**src/rtl/sync_level2pulse_mc.sv**
```systemverilog
`default_nettype none
// +----------------------------------------------------------------------------+
// | Module : sync_level2pulse_mc                                               |
// | Desc   : Multi-channel level synchroniser with stability filter, per-channel |
// |          edge selection, one-cycle event pulses and sticky event status.     |
// |          Optional per-channel saturating event counters are built when the   |
// |          macro SYNC_L2P_MC_EVT_CNT_EN is defined; otherwise evt_cnt reads 0. |
// | Rev    : 1.0 - initial release                                             |
// +----------------------------------------------------------------------------+
module sync_level2pulse_mc #(
    parameter int NUM_CH     = 4,
    parameter int FLOP_NUM   = 3,
    parameter int FILTER_CYC = 1,
    parameter int EVT_CNT_W  = 8
) (
    input  logic                        clk,
    input  logic                        rst_b,
    input  logic [NUM_CH-1:0]           sync_in,
    input  logic [2*NUM_CH-1:0]         edge_mode,
    input  logic [NUM_CH-1:0]           evt_clr,
    output logic [NUM_CH-1:0]           level_out,
    output logic [NUM_CH-1:0]           pulse_out,
    output logic [NUM_CH-1:0]           evt_sts,
    output logic                        evt_any,
    output logic [NUM_CH*EVT_CNT_W-1:0] evt_cnt
);

    localparam int                 c_cnt_w    = (FILTER_CYC > 1) ? $clog2(FILTER_CYC) : 1;
    localparam logic [c_cnt_w-1:0] c_flt_last = c_cnt_w'(FILTER_CYC - 1);

    generate
        for (genvar gi = 0; gi < NUM_CH; gi++) begin : g_ch
            logic [FLOP_NUM-1:0] r_sync;
            logic [c_cnt_w-1:0]  r_flt_cnt;
            logic                r_flt_lvl;
            logic                r_flt_d;
            logic                r_sts;
            logic                w_sync_lvl;
            logic [1:0]          w_mode;
            logic                w_rise;
            logic                w_fall;
            logic                w_pulse;

            assign w_sync_lvl = r_sync[FLOP_NUM-1];
            assign w_mode     = edge_mode[2*gi +: 2];

            always_ff @(posedge clk or negedge rst_b) begin
                if (!rst_b) begin
                    r_sync <= '0;
                end else begin
                    r_sync <= {r_sync[FLOP_NUM-2:0], sync_in[gi]};
                end
            end

            // A new level is accepted only after it has held for FILTER_CYC cycles.
            always_ff @(posedge clk or negedge rst_b) begin
                if (!rst_b) begin
                    r_flt_lvl <= 1'b0;
                    r_flt_cnt <= '0;
                end else if (w_sync_lvl == r_flt_lvl) begin
                    r_flt_cnt <= '0;
                end else if (r_flt_cnt == c_flt_last) begin
                    r_flt_lvl <= w_sync_lvl;
                    r_flt_cnt <= '0;
                end else begin
                    r_flt_cnt <= r_flt_cnt + c_cnt_w'(1);
                end
            end

            always_ff @(posedge clk or negedge rst_b) begin
                if (!rst_b) begin
                    r_flt_d <= 1'b0;
                    r_sts   <= 1'b0;
                end else begin
                    r_flt_d <= r_flt_lvl;
                    r_sts   <= (r_sts & ~evt_clr[gi]) | w_pulse;
                end
            end

            // Mode gating is combinational so a mode change applies in the same cycle.
            assign w_rise  = r_flt_lvl & ~r_flt_d;
            assign w_fall  = ~r_flt_lvl & r_flt_d;
            assign w_pulse = (w_rise & w_mode[0]) | (w_fall & w_mode[1]);

            assign level_out[gi] = r_flt_lvl;
            assign pulse_out[gi] = w_pulse;
            assign evt_sts[gi]   = r_sts;

`ifdef SYNC_L2P_MC_EVT_CNT_EN
            logic [EVT_CNT_W-1:0] r_evt_cnt;

            // Clear restarts the count, so a pulse coinciding with clear leaves 1.
            always_ff @(posedge clk or negedge rst_b) begin
                if (!rst_b) begin
                    r_evt_cnt <= '0;
                end else if (evt_clr[gi]) begin
                    r_evt_cnt <= EVT_CNT_W'(w_pulse);
                end else if (w_pulse && (r_evt_cnt != {EVT_CNT_W{1'b1}})) begin
                    r_evt_cnt <= r_evt_cnt + EVT_CNT_W'(1);
                end
            end

            assign evt_cnt[gi*EVT_CNT_W +: EVT_CNT_W] = r_evt_cnt;
`endif
        end
    endgenerate

`ifndef SYNC_L2P_MC_EVT_CNT_EN
    assign evt_cnt = '0;
`endif

    assign evt_any = |evt_sts;

endmodule
`default_nettype wire

```
**config.mk**
```make
export PLATFORM = sky130hd
export DESIGN_NAME = sync_level2pulse_mc
export DESIGN_NICKNAME = d
export VERILOG_FILES = /design/src/rtl/sync_level2pulse_mc.sv
export SDC_FILE = /design/constraint.sdc
export NUM_CORES = 1
export LEC_CHECK = 0
export BUFFER_PORTS_ARGS = -buffer_cell sky130_fd_sc_hd__buf_2
export CORE_ASPECT_RATIO = 0.6
export CORE_MARGIN = 4
export CORE_UTILIZATION = 31
export CTS_CLUSTER_DIAMETER = 200
export CTS_CLUSTER_SIZE = 20
export DETAILED_ROUTE_END_ITERATION = 10
export MAX_ROUTING_LAYER = met4
export RECOVER_POWER = 100
export SYNTH_ARGS = -nofsm -noshare
export SYNTH_HDL_FRONTEND = slang
export SYNTH_SLANG_ARGS = --single-unit
```
**constraint.sdc**
```tcl
create_clock -name clk -period 2.18 [get_ports clk]
set_input_delay 0 -clock clk [delete_from_list [all_inputs] [get_ports clk]]
set_output_delay 0 -clock clk [all_outputs]
set_load 0.02 [all_outputs]
```
==> reports/results.env, run 1 <==
RUN_STATUS='completed'
CP-START-KIND='flip-flop'
PSW_mW=0.249
N_FILL_CELL=342
SETUP.WORST_PATH.END_CLASS='flip-flop'
STORAGE_ELEMENT_AREA_SQ_UM=601
YS_ASYNC_SR_FRACTION_PCT=100
CTS.SINKS=24
CTS-HTREE-LEVELS=1
NETSWITCHINGFRACTION_PCT=27.0
PLACEABLECOREAREA_SQ_UM=3280
POWER_FRAC_COMB_PCT=15.9
IR_DROP_mV=0.358
YS_FF_LATCH=24
AREA_OVERHEAD_VS_SYNTH_PCT=10.7
DRT-INITIAL-DRC-COUNT=7
ANTENNA_LEFT=0
ROUTED_VIA_DENSITY=3.54
FF2FF_PATH_DEPTH=3
GRT.BUSIEST_LAYER='met2'
FMAX_MHz=770
YOSYSSEQAREASHARE_PCT=56.1
CRITICAL_PATH_PEAK_FANOUT=3
GRT_USE_MET3_PCT=3.21
BOUNDARYPINS=63
SYNTH_LARGEST_TYPE_AREA_FRACTION_PCT=56.1
TRITONCTS='built'
SYNTH_LARGEST_AREA_CELL='sky130_fd_sc_hd__dfrtp_1'
YOSYS.CELL_COUNT.TOP_TYPE='sky130_fd_sc_hd__buf_4'
WHS_NS=0.00523
POWER_DENSITY_nW_PER_UM2=777
FIN_WORST_SKEW_NS=0.00129
ROWS=16
HOLD-PATH-CELL-COUNT=3
GRT_PASS1_WL_MICRONS=2310
FINAL_NET_COUNT=140
MULTIINPUTGATEAREA_SQ_UM=226
MIN_PERIOD_OVER_PERIOD_PCT=59.6
GP_CONGESTION=0.652
SYN-CELL-AREA_SQ_UM=1070
ROUTE.FINAL.WIRE_LENGTH_MICRONS=1540
CRIT_ARRIVAL_NS=1.45
CRITICAL_SETUP_PATH_CLASS='flip-flop to flip-flop'
NUMPORTBUFFERS=30
SETUP_VIOL=0
SLEW_HEADROOM_PCT=17.3
DIEAREA_SQ_UM=4490
CP.REQUIRED_NS=2.33
YS_TOP_CELLS_BY_COUNT='sky130_fd_sc_hd__buf_4, sky130_fd_sc_hd__dfrtp_1'
INSERTION_DELAY_NS=0.26
SYN_INST=94
DRT_FIRST_PASS_ITERS=2
DPL_WORST_SLACK_NS=1.35
LAYOUT_SETUP_WS_NS=0.881
UNREPAIRED_SETUP_ENDPOINTS_AFTER_GLOBAL_ROUTING='false'
GRT_PASS1_VIAS=552
FINAL_LAYOUT_SIZE_SUFFIX_GT1_SHARE_PCT=16.5
DIE_WIDTH_MICRONS=83.9
CTS-ROOT-TO-SINK-BUFFERS=2
GRT_START_MAX_NET_PINS=25
SYNTH_TOP_FLOP_CELL='sky130_fd_sc_hd__dfrtp_1'
ROUTE.DETAILED.WL_PER_INST_MICRONS=9.26
GLOBALROUTEMET2UTIL_PCT=13.3
NUMBER_OF_FLOPS_MAPPED_TO_ENABLE_CELLS_BY_YOSYS=0
GROUTE.USAGE.OVERALL_PCT=6.77
CLK_PIN_SLEW_NS=0.08
ROOT_BUFFER='sky130_fd_sc_hd__clkbuf_8'
GRT_ANTENNA_BEFORE_REPAIR=0
SYNTHESIS.AREA_PER_INSTANCE_SQ_UM=11.4
PATH_TYPE_OF_THE_WORST_MIN_DELAY_PATH='input port to flip-flop'
REPORT.FINAL.HOLD_VIOL_COUNT=0
DRC=0
TIMING_MAX_TRANSITION_VIOLATIONS_FINAL=0
PERIOD_MINUS_SLACK_NS=1.30
YOSYS-TOP-CELLS-AREA='sky130_fd_sc_hd__dfrtp_1, sky130_fd_sc_hd__buf_4, sky130_fd_sc_hd__o221ai_1'
YOSYS_WARNINGS=0
CTSRESIZECOUNT=0
VIA_COUNT=588
POWER.SEQUENTIAL.FRACTION_PCT=52.5
WORST_MAX_SLEW_PIN_SLEW_NS=1.24
CLOCK_POWER_SHARE_PCT=31.6
P_INT_mW=0.673
ANTENNA_DIODES=0
NUMCTSBUFFERS=3
DIE_H_MICRONS=53.5
NETLIST-CELL-TYPE-COUNT=10
TIMING.SETUP.TNS_NS=0
GRT-OVFL-TOTAL=0
DETAILED_PLACE_HPWL_MICRONS=1140
POWER.LEAKAGE_nW=0.583
INITIAL_CORE_UTILIZATION_PCT=32.6
CAP_VIOL_MAX_COUNT=0
MET1_CAPACITY_USAGE_DURING_GLOBAL_ROUTING_PCT=6.39
-- per-stage QoR --
stage	instances	instance area (sq um)	power, mW	utilization, %
floorplan	125	1190	0.652	-
global placement	152	1050	0.628	31.9
detailed placement	152	1050	0.631	31.9
CTS	166	1200	0.944	36.7
global route	166	1190	0.974	36.1
finish	166	1190	0.922	36.1
-- cell usage in the layout (no fill, tap or decap), drive strengths merged --
cell         count
nand2            4
dlygate4sd3     10
clkbuf          18
o221ai           4
buf             16
inv              4
conb            32
dfrtp           24
o21ai            4
nand3b           4
nand4            1
-- timing repair --
item / in CTS / in global routing
endpoints found under the hold margin: 32 / 0
setup buffers: 0 / 0
hold buffers: 10 / 0
setup endpoints to repair: 0 / 0
-- worst max-delay path, stage by stage, from the launching register on --
cell,delay [ns]
sky130_fd_sc_hd__dfrtp_1,0.40
sky130_fd_sc_hd__nand3b_1,0.11
sky130_fd_sc_hd__o221ai_1,0.11
sky130_fd_sc_hd__dlygate4sd3_1,0.57
-- cell families (layout without fill, tap and decap cells) --
family,after synthesis,in the layout,share of synthesized area (%)
AO/OA/AOI/OAI,8,8,5.14
AND/OR/NAND/NOR,9,9,4.79
flip-flops,24,24,56.1
buffers and inverters,52,48,33.6
other,1,32,0.350
-- final cells by class --
class / count / share of cell area [%]
clock buffer: 4 / 4.64
timing repair buffer: 40 / 19.6
inverter: 4 / 1.27
sequential: 24 / 50.6
tap: 45 / 4.75
multi-input combinational: 49 / 19.1
-- routing by layer --
metal | wire [microns] | vias to the layer above
li1 | - | 274
met1 | 519 | 282
met2 | 856 | 32
met3 | 161 | 0
met4 | 0 | 0
met5 | 0 | -
-- state kept, by name (all words and copies together) (netlist names) --
signal and flops:
g_ch.r_sync 12, g_ch.r_flt_lvl 4, g_ch.r_flt_d 4, g_ch.r_sts 4
-- path summary, 6_finish.rpt --
| check | start | to | slack, ns |
|---|---|---|---|
| max in group asynchronous | rst_b | g_ch[0].r_sync[0]$_DFF_PN0_ | 0.93 |
| max reg2reg | g_ch[0].r_flt_d$_DFF_PN0_ | g_ch[0].r_sts$_DFF_PN0_ | 0.88 |
| min reg2reg | g_ch[2].r_sync[2]$_DFF_PN0_ | g_ch[2].r_flt_lvl$_DFFE_PN0P_ | 0.35 |
| max | g_ch[0].r_flt_d$_DFF_PN0_ | g_ch[0].r_sts$_DFF_PN0_ | 0.88 |
| min | edge_mode[7] | g_ch[3].r_sts$_DFF_PN0_ | 0.005 |
| min in group asynchronous | rst_b | g_ch[3].r_sync[0]$_DFF_PN0_ | 0.52 |
-- power groups by stage --
stage	Clock, mW	Sequential [mW]	Combinational (mW)
after floorplan	0	0.490	0.162
after global placement	0	0.491	0.137
after detailed placement	0	0.493	0.137
after CTS	0.307	0.484	0.153
after global routing	0.323	0.489	0.162
final	0.291	0.484	0.147
No activity file was read; power rests on OpenSTA's default activity.
==> inputs of run 2 (changes only) <==
clock period = 1.23 ns   (was 2.18 ns; I/O delays follow)
==> reports/results.env, run 2 (synthesis gave the netlist of run 1 again) <==
PLACEABLECOREAREA_SQ_UM=3280  # unchanged
GRT_PASS1_VIAS=529  # was 552
INSERTION_DELAY_NS=0.25  # was 0.26 ns
LAYOUT_SETUP_WS_NS=0.122  # was 0.881 ns
LARGEST_REGISTER_FFS=12  # unchanged
GRT_ANTENNA_BEFORE_REPAIR=0  # unchanged
POWER.SEQUENTIAL.FRACTION_PCT=52.7  # was 52.5%
BOUNDARYPINS=63  # unchanged
GRT_PASS1_WL_MICRONS=2330  # was 2310 microns
MET1_CAPACITY_USAGE_DURING_GLOBAL_ROUTING_PCT=6.47  # was 6.39%
CTS.SINKS=24  # unchanged
DIE_H_MICRONS=53.5  # unchanged
ANTENNA_DIODES=0  # unchanged
PSW_mW=0.432  # was 0.249 mW
ROUTE.DETAILED.WL_PER_INST_MICRONS=9.31  # was 9.26 microns
CRIT_ARRIVAL_NS=1.11  # was 1.45 ns
CAP_VIOL_MAX_COUNT=0  # unchanged
GRT.BUSIEST_LAYER='met2'  # unchanged
RUN_STATUS='completed'  # unchanged
FINAL_CELL_MIX='sky130_fd_sc_hd__conb_1, sky130_fd_sc_hd__dfrtp_1, sky130_fd_sc_hd__buf_2'  # unchanged
TIMING_MAX_TRANSITION_VIOLATIONS_FINAL=0  # unchanged
CP.REQUIRED_NS=1.23  # was 2.33 ns
NUMPORTBUFFERS=30  # unchanged
GRT-OVFL-TOTAL=0  # unchanged
REPORT.FINAL.HOLD_VIOL_COUNT=0  # unchanged
CTS-HTREE-LEVELS=1  # unchanged
FMAX_MHz=902
CLK_PIN_SLEW_NS=0.08  # about the same
WORST_MAX_SLEW_PIN_SLEW_NS=0.571  # was 1.24 ns
DETAILED_PLACE_HPWL_MICRONS=1160  # was 1140 microns
GROUTE.USAGE.OVERALL_PCT=6.91  # was 6.77%
TIMING.SETUP.TNS_NS=0  # unchanged
GRT_USE_MET3_PCT=3.36  # was 3.21%
UNREPAIRED_SETUP_ENDPOINTS_AFTER_GLOBAL_ROUTING='false'  # unchanged
PATH_TYPE_OF_THE_WORST_MIN_DELAY_PATH='input port to flip-flop'  # unchanged
TRITONCTS='built'  # unchanged
GP_CONGESTION=0.652  # about the same
CRITICAL_SETUP_PATH_CLASS='flip-flop to primary output'  # was flip-flop to flip-flop
DIEAREA_SQ_UM=4490  # unchanged
LAYOUT_COMMONEST_CELL='sky130_fd_sc_hd__conb_1'  # unchanged
P_INT_mW=1.19  # was 0.673 mW
CTSRESIZECOUNT=0  # unchanged
CLOCK_POWER_SHARE_PCT=31.2  # was 31.6%
ROUTE.FINAL.WIRE_LENGTH_MICRONS=1550  # was 1540 microns
LARGEST_REGISTER='g_ch.r_sync'  # unchanged
NETSWITCHINGFRACTION_PCT=26.6  # was 27.0%
GLOBALROUTEMET2UTIL_PCT=13.6  # was 13.3%
CRITICAL_PATH_PEAK_FANOUT=4  # was 3
ROWS=16  # unchanged
NUMCTSBUFFERS=3  # unchanged
IR_DROP_mV=0.669  # was 0.358 mV
SLEW_HEADROOM_PCT=62.0  # was 17.3%
CP-START-KIND='flip-flop'  # unchanged
MIN_PERIOD_OVER_PERIOD_PCT=90.1
ANTENNA_LEFT=0  # unchanged
ROOT_BUFFER='sky130_fd_sc_hd__clkbuf_8'  # unchanged
DRT_FIRST_PASS_ITERS=2  # unchanged
DRT-INITIAL-DRC-COUNT=15  # was 7
GRT_START_MAX_NET_PINS=25  # unchanged
DRC=0  # unchanged
PERIOD_MINUS_SLACK_NS=1.11
CTS-ROOT-TO-SINK-BUFFERS=2  # unchanged
FINAL_NET_COUNT=140  # unchanged
SETUP.WORST_PATH.END_CLASS='primary output'  # was flip-flop
FINAL_LAYOUT_SIZE_SUFFIX_GT1_SHARE_PCT=21.5  # was 16.5%
FIN_WORST_SKEW_NS=0.000853  # was 0.00129 ns
POWER.LEAKAGE_nW=0.602  # was 0.583 nW
POWER_DENSITY_nW_PER_UM2=1360  # was 777 nW/um^2
DPL_WORST_SLACK_NS=0.407  # was 1.35 ns
POWER_FRAC_COMB_PCT=16.1  # was 15.9%
ROUTED_VIA_DENSITY=3.54  # unchanged
VIA_COUNT=588  # unchanged
DIE_WIDTH_MICRONS=83.9  # unchanged
AREA_OVERHEAD_VS_SYNTH_PCT=11.4  # was 10.7%
SETUP_VIOL=0  # unchanged
INITIAL_CORE_UTILIZATION_PCT=32.6  # unchanged
[run 2: changes by cell type in the layout (fill, tap and decap cells not counted)]
cell and delta:
sky130_fd_sc_hd__clkbuf_1 -6, sky130_fd_sc_hd__clkbuf_2 +4, sky130_fd_sc_hd__buf_2 +2
[run 2: cell type report]
class,count,area [sq um]
clock buffer,4,55.1
tap,45,56.3
multi-input combinational,49,226
inverter,4,15.0
timing repair buffer,40,240
fill,350,2090
sequential,24,601
[run 2: path summary, 6_finish.rpt]
| path | cells after the start | to | slack, ns | startpoint |
|---|---|---|---|---|
| min in group asynchronous | 2 | g_ch[1].r_sync[0]$_DFF_PN0_ | 0.28 | rst_b |
| hold reg to reg | 0 | g_ch[2].r_sync[2]$_DFF_PN0_ | 0.35 | g_ch[2].r_sync[1]$_DFF_PN0_ |
| max in group asynchronous | 2 | g_ch[1].r_sts$_DFF_PN0_ | 0.58 | rst_b |
| setup / recovery | 3 | pulse_out[2] | 0.12 | g_ch[2].r_flt_lvl$_DFFE_PN0P_ |
| hold / removal | 3 | g_ch[3].r_sts$_DFF_PN0_ | 0.01 | edge_mode[7] |
| setup reg to reg | 2 | g_ch[3].r_sts$_DFF_PN0_ | 0.49 | g_ch[3].r_flt_lvl$_DFFE_PN0P_ |
[run 2: power by group through the flow]
stage	combinational (mW)	clock (mW)	sequential [mW]
after floorplan	0.287	0	0.869
after global placement	0.243	0	0.871
after detailed placement	0.246	0	0.873
after CTS	0.270	0.540	0.857
after global routing	0.287	0.573	0.865
final	0.262	0.507	0.857
[run 2: what timing repair did]
| action | 4_1_cts | 5_1_grt |
|---|---|---|
| setup buffers | 0 | 0 |
| hold buffers | 10 | 0 |
| hold endpoints to repair | 32 | 0 |
[run 2: critical path, stage by stage, from the launching register on]
cell,delay [ns]
sky130_fd_sc_hd__dfrtp_1,0.40
sky130_fd_sc_hd__nand3b_1,0.18
sky130_fd_sc_hd__o21ai_0,0.08
sky130_fd_sc_hd__clkbuf_2,0.19
[run 2: routing by layer]
metal  vias to the layer above  wire (microns)
li1                        276               -
met1                       281             507
met2                        31             890
met3                         0             147
met4                         0               0
met5                         -               0
[run 2: stage by stage]
| step | power (mW) | cell area [sq um] | utilization [%] | hold WS, ns | instances |
|---|---|---|---|---|---|
| 6_report | 1.63 | 1190 | 36.4 | 0.0119 | 166 |
| 5_1_grt | 1.72 | 1190 | 36.4 | 0.0205 | 166 |
| 4_1_cts | 1.67 | 1200 | 36.7 | 0.00427 | 166 |
| 3_5_place_dp | 1.12 | 1050 | 31.9 | 0.0147 | 152 |
| 3_3_place_gp | 1.11 | 1050 | 31.9 | 0.00508 | 152 |
| 2_1_floorplan | 1.16 | 1190 | - | -0.296 | 125 |
==> inputs of run 3 (changes only) <==
CORE_UTILIZATION = 42   (was 31)
CTS_BUF_LIST = sky130_fd_sc_hd__clkbuf_16   (was not set)
PLACE_DENSITY = 0.78   (was not set)
clock period = 1.2 ns   (was 1.23 ns; I/O delays follow)
==> reports/results.env, run 3 (synthesis gave the netlist of run 1 again) <==
ROWS=13  # was 16
INITIAL_CORE_UTILIZATION_PCT=46.7  # was 32.6%
REPORT.FINAL.HOLD_VIOL_COUNT=0  # unchanged
WORSTPATHBUFFERINVERTERCOUNT=1  # unchanged
UNREPAIRED_SETUP_ENDPOINTS_AFTER_GLOBAL_ROUTING='false'  # unchanged
CRITICAL_PATH_TOP_DELAY_CELL='sky130_fd_sc_hd__dfrtp_1'  # unchanged
GRT_START_MAX_NET_PINS=25  # unchanged
DETAILED_PLACE_HPWL_MICRONS=1190  # was 1160 microns
POST_LAYOUT_NONFILLER_INSTANCES=150  # was 166
ROUTED_VIA_DENSITY=3.86  # was 3.54
TRITONCTS='built'  # unchanged
GP_CONGESTION=0.756  # was 0.652
CRITICAL_PATH_PEAK_FANOUT=4  # unchanged
NUMCTSBUFFERS=3  # unchanged
POWER.LEAKAGE_nW=0.604  # was 0.602 nW
CRITPATHMAXSTAGEDELAY_NS=0.40  # about the same
AREA_OVERHEAD_VS_SYNTH_PCT=10.9  # was 11.4%
DIEAREA_SQ_UM=3450  # was 4490 sq um
INSERTION_DELAY_NS=0.25  # about the same
CAP_VIOL_MAX_COUNT=0  # unchanged
LARGEST_REGISTER='g_ch.r_sync'  # unchanged
MIN_PERIOD_OVER_PERIOD_PCT=92.5
FIN_WORST_SKEW_NS=0.00201  # was 0.000853 ns
DPL.CELL_COUNT=137  # was 152
PATH_TYPE_OF_THE_WORST_MIN_DELAY_PATH='input port to flip-flop'  # unchanged
GRT-OVFL-TOTAL=0  # unchanged
CTS.SINKS=24  # unchanged
TIMING_MAX_TRANSITION_VIOLATIONS_FINAL=0  # unchanged
CRITICAL_SETUP_PATH_CLASS='flip-flop to primary output'  # unchanged
DIE_WIDTH_MICRONS=73.2  # was 83.9 microns
GRT_PASS1_WL_MICRONS=2330  # about the same
TIMING.CRITICAL_PATH.CELLS='nand3b_1 > o21ai_0 > buf_2'  # was nand3b_1 > o21ai_0 > clkbuf_2
SETUP_VIOL=0  # unchanged
POWER_DENSITY_nW_PER_UM2=1550  # was 1360 nW/um^2
CTS-ROOT-TO-SINK-BUFFERS=2  # unchanged
CRITICAL-PATH-TOP-DELAY-FAMILY='flip-flops'  # unchanged
LARGEST_REGISTER_FFS=12  # unchanged
FINAL_NET_COUNT=139  # was 140
CP.REQUIRED_NS=1.20  # was 1.23 ns
NUMPORTBUFFERS=30  # unchanged
FINAL_LAYOUT_SIZE_SUFFIX_GT1_SHARE_PCT=20.0  # was 21.5%
LAYOUT_COMMONEST_CELL='sky130_fd_sc_hd__conb_1'  # unchanged
GROUTE.USAGE.OVERALL_PCT=9.72  # was 6.91%
PLACEABLECOREAREA_SQ_UM=2290  # was 3280 sq um
BOUNDARYPINS=63  # unchanged
CP-START-KIND='flip-flop'  # unchanged
TIMING.SETUP.TNS_NS=0  # unchanged
FINAL_CELL_MIX='sky130_fd_sc_hd__conb_1, sky130_fd_sc_hd__dfrtp_1, sky130_fd_sc_hd__buf_2'  # unchanged
GRT_PASS1_VIAS=537  # was 529
CTS-HTREE-LEVELS=1  # unchanged
ROUTE.DETAILED.WL_PER_INST_MICRONS=10.8  # was 9.31 microns
ROOT_BUFFER='sky130_fd_sc_hd__clkbuf_16'  # was sky130_fd_sc_hd__clkbuf_8
REGISTER_TO_REGISTER_PATH_SETUP_SLACK_NS=0.43  # was 0.49 ns
IR_DROP_mV=0.999  # was 0.669 mV
GRT_ANTENNA_BEFORE_REPAIR=0  # unchanged
PERIOD_MINUS_SLACK_NS=1.11
DIE_H_MICRONS=47.1  # was 53.5 microns
DRT_FIRST_PASS_ITERS=4  # was 2
WORST_MAX_SLEW_PIN_SLEW_NS=0.560  # was 0.571 ns
DRC=0  # unchanged
POSTCTSHOLDBUFS=9  # was 10
ANTENNA_LEFT=0  # unchanged
CTSRESIZECOUNT=0  # unchanged
ROUTE.FINAL.WIRE_LENGTH_MICRONS=1630  # was 1550 microns
RUN_STATUS='completed'  # unchanged
SETUP.WORST_PATH.END_CLASS='primary output'  # unchanged
ANTENNA_DIODES=0  # unchanged
SLEW_HEADROOM_PCT=62.7  # was 62.0%
N_FILL_CELL=215  # was 350
FMAX_MHz=901
VIA_COUNT=579  # was 588
FINAL_UTIL_PCT=51.8  # was 36.4%
POST_CTS_SETUP_INSERTS=0  # unchanged
CLK_PIN_SLEW_NS=0.06  # was 0.08 ns
DRT-INITIAL-DRC-COUNT=24  # was 15
CRIT_ARRIVAL_NS=1.11  # about the same
-- run 3: tightest hold or removal path, stage by stage --
cell and delay [ns]:
sky130_fd_sc_hd__buf_2 0.08, sky130_fd_sc_hd__nand3b_1 0.08, sky130_fd_sc_hd__o221ai_1 0.07
-- run 3: metrics by stage --
| stage | hold slack [ns] | instance area (sq um) | setup slack, ns | total power, mW |
|---|---|---|---|---|
| 3_3_place_gp | -0.00488 | 1030 | 0.396 | 1.14 |
| 6_report | 0.0214 | 1190 | 0.0896 | 1.84 |
| 3_5_place_dp | 0.00306 | 1030 | 0.363 | 1.15 |
| 2_1_floorplan | -0.296 | 1190 | 0.437 | 1.18 |
| 5_1_grt | 0.0342 | 1190 | 0.0114 | 1.93 |
| 4_1_cts | 0.0172 | 1200 | 0.0872 | 1.87 |
-- run 3: final timing paths --
path | start | endpoint | cells after the start
setup / recovery | g_ch[2].r_flt_lvl$_DFFE_PN0P_ | pulse_out[2] | 3
hold / removal | edge_mode[7] | g_ch[3].r_sts$_DFF_PN0_ | 3
setup reg to reg | g_ch[2].r_flt_lvl$_DFFE_PN0P_ | g_ch[2].r_sts$_DFF_PN0_ | 2
hold reg to reg | g_ch[3].r_sync[1]$_DFF_PN0_ | g_ch[3].r_sync[2]$_DFF_PN0_ | 0
max in group asynchronous | rst_b | g_ch[1].r_sync[1]$_DFF_PN0_ | 2
min in group asynchronous | rst_b | g_ch[0].r_flt_d$_DFF_PN0_ | 2
-- run 3: final cells by class --
class	count	area [sq um]	area share, %
flip-flops and latches	24	601	50.6
repair buffers	39	229	19.3
multi-input cells	49	226	19.1
clock buffers	3	75.1	6.32
well taps	30	37.5	3.16
inverters	4	15.0	1.26
clock inverters	1	3.75	0.316
-- run 3: power by group --
group          total [mW]  leakage (nW)  internal [mW]  switching [mW]
registers           0.882         0.282          0.859          0.0231
logic               0.265         0.284         0.0717           0.194
clock network       0.694        0.0385          0.444           0.250
total                1.84         0.604           1.37           0.467
-- run 3: routing by layer --
metal | part of all wire, % | track usage [%] | vias up
li1 | - | - | 272
met1 | 35 | 10.7 | 276
met2 | 53 | 16.2 | 31
met3 | 12 | 5.34 | 0
met4 | 0 | 1.10 | 0
met5 | 0 | - | -
